--- config.mk ---
export PLATFORM = sky130hd
export DESIGN_NAME = barrel_shift_arbiter
export DESIGN_NICKNAME = d
export VERILOG_FILES = /design/src/rtl/barrel_shift_arbiter.sv
export SDC_FILE = /design/constraint.sdc
export NUM_CORES = 1
export LEC_CHECK = 0
export CAP_MARGIN = 0
export CORE_AREA = 4 4 68 70
export CTS_BUF_LIST = sky130_fd_sc_hd__clkbuf_2
export DETAILED_ROUTE_END_ITERATION = 10
export DIE_AREA = 0 0 72 74
export MAX_ROUTING_LAYER = met4
export PLACE_DENSITY = 0.86
export SETUP_SLACK_MARGIN = 0.1
export SLEW_MARGIN = 30
export SYNTH_ARGS = -nofsm -noshare
export SYNTH_HDL_FRONTEND = slang
export SYNTH_SLANG_ARGS = --single-unit
--- constraint.sdc ---
create_clock -name clk -period 3.8 [get_ports clk]
set_input_delay 0.57 -clock clk [delete_from_list [all_inputs] [get_ports clk]]
set_output_delay 0.57 -clock clk [all_outputs]
set_load 0.005 [all_outputs]
--- src/rtl/barrel_shift_arbiter.sv ---
// barrel_shift_arbiter: shares one 8-bit barrel rotator between NREQ requesters.
// Optional build macro: BSH_ARB_FIXED_PRIO_EN (fixed priority, lowest index wins).
//
// Ports:
//   clk        rising-edge clock
//   rst_n      synchronous active-low reset
//   req_valid  command valid, one bit per requester
//   req_ready  command accepted (one-hot or zero, IDLE only)
//   req_data   8-bit operand per requester, requester i at [8i+7:8i]
//   req_lr     direction per requester: 0 = rotate left, 1 = rotate right
//   req_sha    3-bit rotate amount per requester, requester i at [3i+2:3i]
//   rsp_valid  result valid for the owning requester (one-hot or zero)
//   rsp_ready  requester takes its result
//   rsp_data   registered rotated result, qualified by rsp_valid
//   bsh_in     registered operand to the rotator
//   bsh_lr     registered direction to the rotator
//   bsh_sha    registered amount to the rotator
//   bsh_out    combinational result from the rotator
//   busy       high whenever a command is in flight
//   grant_id   index of the requester owning the rotator
module barrel_shift_arbiter #(
    parameter  int NREQ = 4,
    localparam int ID_W = (NREQ > 1) ? $clog2(NREQ) : 1
) (
    input  logic              clk,
    input  logic              rst_n,
    input  logic [NREQ-1:0]   req_valid,
    output logic [NREQ-1:0]   req_ready,
    input  logic [8*NREQ-1:0] req_data,
    input  logic [NREQ-1:0]   req_lr,
    input  logic [3*NREQ-1:0] req_sha,
    output logic [NREQ-1:0]   rsp_valid,
    input  logic [NREQ-1:0]   rsp_ready,
    output logic [7:0]        rsp_data,
    output logic [7:0]        bsh_in,
    output logic              bsh_lr,
    output logic [2:0]        bsh_sha,
    input  logic [7:0]        bsh_out,
    output logic              busy,
    output logic [ID_W-1:0]   grant_id
);

    typedef enum logic [1:0] {
        IDLE  = 2'd0,
        ISSUE = 2'd1,
        RESP  = 2'd2
    } state_t;

    state_t state;
    state_t state_nxt;

    logic            any_valid;
    logic [ID_W-1:0] win_id;
    logic [NREQ-1:0] win_oh;
    logic [NREQ-1:0] own_oh;
    logic            accept;
    logic            finish;
    logic [7:0]      sel_data;
    logic            sel_lr;
    logic [2:0]      sel_sha;

    // ------------------------------------------------------------------
    // Arbitration
    // ------------------------------------------------------------------
`ifdef BSH_ARB_FIXED_PRIO_EN
    // Descending scan: the last hit is the lowest valid index.
    always_comb begin
        win_id    = '0;
        any_valid = 1'b0;
        for (int i = NREQ - 1; i >= 0; i--) begin
            if (req_valid[i]) begin
                win_id    = ID_W'(i);
                any_valid = 1'b1;
            end
        end
    end
`else
    logic [ID_W-1:0] rr_ptr;
    logic [ID_W-1:0] rr_nxt;

    // Scan offsets from farthest to nearest so that the last hit is the
    // first valid requester at or after rr_ptr, wrapping modulo NREQ.
    always_comb begin
        win_id    = '0;
        any_valid = 1'b0;
        for (int k = NREQ - 1; k >= 0; k--) begin
            if (req_valid[(int'(rr_ptr) + k) % NREQ]) begin
                win_id    = ID_W'((int'(rr_ptr) + k) % NREQ);
                any_valid = 1'b1;
            end
        end
    end

    // Pointer moves past the owner only once its response is taken.
    always_comb begin
        rr_nxt = ID_W'((int'(grant_id) + 1) % NREQ);
    end

    always_ff @(posedge clk) begin
        if (!rst_n) begin
            rr_ptr <= '0;
        end else if (finish) begin
            rr_ptr <= rr_nxt;
        end
    end
`endif

    // ------------------------------------------------------------------
    // One-hot decode of winner and owner, operand select
    // ------------------------------------------------------------------
    always_comb begin
        win_oh = '0;
        own_oh = '0;
        for (int i = 0; i < NREQ; i++) begin
            win_oh[i] = (win_id == ID_W'(i));
            own_oh[i] = (grant_id == ID_W'(i));
        end
    end

    always_comb begin
        sel_data = '0;
        sel_lr   = 1'b0;
        sel_sha  = '0;
        for (int i = 0; i < NREQ; i++) begin
            if (win_id == ID_W'(i)) begin
                sel_data = req_data[8*i +: 8];
                sel_lr   = req_lr[i];
                sel_sha  = req_sha[3*i +: 3];
            end
        end
    end

    // ------------------------------------------------------------------
    // Control FSM
    // ------------------------------------------------------------------
    always_ff @(posedge clk) begin
        if (!rst_n) begin
            state <= IDLE;
        end else begin
            state <= state_nxt;
        end
    end

    // req_ready is gated by rst_n so nothing is offered while in reset.
    always_comb begin
        state_nxt = state;
        req_ready = '0;
        rsp_valid = '0;
        accept    = 1'b0;
        finish    = 1'b0;
        unique case (state)
            IDLE: begin
                if (any_valid && rst_n) begin
                    req_ready = win_oh;
                    accept    = 1'b1;
                    state_nxt = ISSUE;
                end
            end
            ISSUE: begin
                state_nxt = RESP;
            end
            RESP: begin
                rsp_valid = own_oh;
                if (|(rsp_ready & own_oh)) begin
                    finish    = 1'b1;
                    state_nxt = IDLE;
                end
            end
            default: begin
                state_nxt = IDLE;
            end
        endcase
    end

    assign busy = (state != IDLE);

    // ------------------------------------------------------------------
    // Datapath registers
    // ------------------------------------------------------------------
    always_ff @(posedge clk) begin
        if (!rst_n) begin
            bsh_in   <= '0;
            bsh_lr   <= 1'b0;
            bsh_sha  <= '0;
            grant_id <= '0;
        end else if (accept) begin
            bsh_in   <= sel_data;
            bsh_lr   <= sel_lr;
            bsh_sha  <= sel_sha;
            grant_id <= win_id;
        end
    end

    // Rotator output is sampled one cycle after issue; held through RESP.
    always_ff @(posedge clk) begin
        if (!rst_n) begin
            rsp_data <= '0;
        end else if (state == ISSUE) begin
            rsp_data <= bsh_out;
        end
    end

endmodule

==> summary.md <==
| Metric | Value |
|---|---|
| Worst min path class | flip-flop to flip-flop |
| Largest net degree at the start of global routing | 23 |
| Final hold viol count | 0 |
| Final worst-path cycle share | 0.879 |
| Setup violations, final | 0 |
| Power share of the combinational group | 0.393 |
| Worst Hold Launch | rsp_data[3] |
| Clk Latency, worst-skew pair | 350 ps |
| Gr usage total | 0.211 |
| Diodes inserted | 0 |
| DR vias | between 1500 and 2000 |
| Fillers | 349 |
| CTS Sinks | 26 |
| Initial cell density of the core | 0.418 |
| Yosys warnings | 0 |
| Rows | 23 |
| Synth area leader | dfxtp_1 |
| First-pass GRT wire length | 8760 um |
| Final core occ | 0.684 |
| Clock slew at reported path FFs | 250 ps |
| Pin slew with the least headroom to its limit | 676 ps |
| Clock root cell | clkbuf_2 |
| Vias in the first global route | roughly 1900 |
| Hold endpoint | rsp_data[3] |
| Reg2reg start | state[0] |
| Area growth syn-to-layout | 63.6% |
| Setup ws final | 458 ps |
| Crit path time final | 3340 ps |
| H-Tree Level Count | 1 |
| Global route total overflow | 0 |
| Top cells by area, synth | dfxtp_1 (31%), nand2_1 (7.5%), a21oi_1 (6.9%) |
| Hold path cells | 2 |
| Core ar. | 0.00397 mm2 |
| Hold Buf Count CTS | 0 |
| DIE WIDTH | 72 um |
| WL/cell | 15.7 um |
| Worst-path fanout max | 13 |
| WP data required | 3230 ps |
| R2R Path End | bsh_lr |
| Pint | slightly below 0.6 mW |
| DRC Markers | 0 |
| CTS max path bufs | 2 |
| Max-slew headroom | 0.548 |
| Crit Path Category | primary input to output port |
| Sequential share of the synthesized area | 0.314 |
| Share of post-route cells with drive strength above 1 | 0.0897 |
| PortBufs | 96 |
| Switching Fraction | 0.299 |
| Leakage power | roughly 1.0 nW |
| Status | finished clean |
| Power density over cell area | 303 mW/mm2 |
| Mapped Nets | between 200 and 300 |
| Sequential share of power | 0.393 |
| Max VDD drop | 0.226 mV |
| Slew Limit Fails | 0 |
| Post-DRT Antenna Nets | 0 |
| RSZ-0062 raised after global routing | false |
| R2r setup slk | 1490 ps |
| Critical Path Sink Type | output port |
| CP startpoint kind | primary input |
| Final Skew | 3.76 ps |
| RePlAce Congestion | 0.887 |
| Final Power | 0.823 mW |
| Nets@finish | 372 |
| Final wirelength | 5510 um |
| # Post-CTS Setup Buffers | 0 |
| Post-place setup slack | ~500 ps |
| Top cell type's share of synthesized area | 0.314 |
| FF+latch count, synth | 26 |
| Initial antenna violation count | 0 |
| Final setup TNS | 0 ps |
| Post-CTS sizing | 0 |
| Mean Syn Cell Area | around 8.1 um2 |
| Dpl hpwl | 4330 um |
| Clock power share | 0.214 |
| Synth Cell Area | 0.00166 mm2 |
| Max Fclk | 0.299 GHz |
| Max cap viols | 0 |
| WP data arrival | 2770 ps |
| Die Ht | 74 um |
| Drt pass-1 iters | 4 |
| Net load switching power | about 0.25 mW |
| Avg Vias per Cell | between 5 and 6 |
| Mapped Cells | 205 |
| Die ar. | 0.00533 mm2 |
| I/O pin cnt | 97 |
| Detailed router's first-iteration violation count | between 100 and 150 |
| Distinct cells, synth | 41 |
| TritonCTS clock tree | built |
| Worst r2r path cells | 6 |
| CTS buffer count | 3 |
[routing by layer]
layer / GRT usage / routed length (um)
met1: 0.267 / 2380
met5: - / 0
met3: 0.0365 / 397
met4: 0.0438 / 25
met2: 0.355 / 2710
[sequential cells by signal (all words and copies together) (netlist names)]
signal    count
bsh_in        8
bsh_lr        1
bsh_sha       3
grant_id      2
rr_ptr        2
rsp_data      8
state         2
[worst max path at each step]
stage                     cells past startpoint  slack (ps)           end    startpoint
after global placement                        6         550  req_ready[0]  req_valid[2]
after global routing                          6         250  req_ready[0]  req_valid[2]
after detailed placement                      6         490  req_ready[2]  req_valid[2]
after floorplan                               6        1550  req_ready[0]  req_valid[2]
final                                         6         460  req_ready[0]  req_valid[2]
after CTS                                     6         450  req_ready[0]  req_valid[2]
[final cells by class]
class                      instances  area (um2)  area share
inverter                           7        26.3     0.00968
timing repair buffer             103        1010       0.373
tap                               50        62.6      0.0230
clock buffer                       3        15.0     0.00553
multi-input combinational        161        1050       0.386
sequential                        26         520       0.192
clock inverter                     1        30.0      0.0111
[power by group through the flow]
stage          registers (mW)  clock network (mW)  logic, mW
4_1_cts                 0.323               0.179      0.325
6_report                0.323               0.176      0.323
5_1_grt                 0.327               0.186      0.352
3_3_place_gp            0.327                   0      0.317
3_5_place_dp            0.328                   0      0.323
2_1_floorplan           0.328                   0      0.155
[synthesized netlist by cell type (all sizes together)]
cell,number
a22oi,5
and2b,1
a2111oi,1
nand2b,1
buf,7
or3b,1
o221ai,1
and2,4
a41oi,1
a22o,1
a32o,6
nor2,9
a211oi,2
clkbuf,4
nand2,33
or2,5
or3,7
nor3,4
nand3,1
mux2i,6
ha,4
a21oi,23
nor4,2
a221oi,6
o21ai,19
inv,7
a21o,12
nor2b,5
dfxtp,26
o21a,1
[cells by family after synthesis]
kind of cell	Yosys count	synth area share
buffers and inverters	18	0.0550
adder cells (fa/ha/maj)	4	0.0302
AND/OR/NAND/NOR	73	0.225
multiplexers	6	0.0362
flip-flops	26	0.314
AO/OA/AOI/OAI	78	0.339
[worst max-delay path, cell delays in order]
cell and delay, ps:
clkdlybuf4s50_1 480, nor2b_1 220, a211oi_2 510, nor2_2 220, nor3_1 230, clkdlybuf4s50_1 550
[cells in the final DEF (no fill, tap or decap), types with 2 or more instances in the layout]
cell,n
ha_1,4
nor2_1,8
or3_1,7
and2_1,4
inv_1,5
a22oi_1,5
or2_1,2
a32o_1,6
clkbuf_2,3
or2_2,2
o21ai_0,19
mux2i_1,6
a21oi_1,23
nand2_1,33
nor3_1,3
dfxtp_1,26
a21o_1,12
buf_4,7
inv_2,2
clkdlybuf4s50_1,96
nor2b_1,5
a221oi_2,5
[stage by stage]
stage | hold slack (ps) | cells | instance area, um2
after floorplan | 453 | 205 | 1660
after global placement | 442 | 347 | 2670
after detailed placement | 452 | 347 | 2670
after CTS | 476 | 351 | 2720
after global routing | 506 | 351 | 2720
final | 473 | 351 | 2720
No activity file was read; power rests on OpenSTA's default activity.
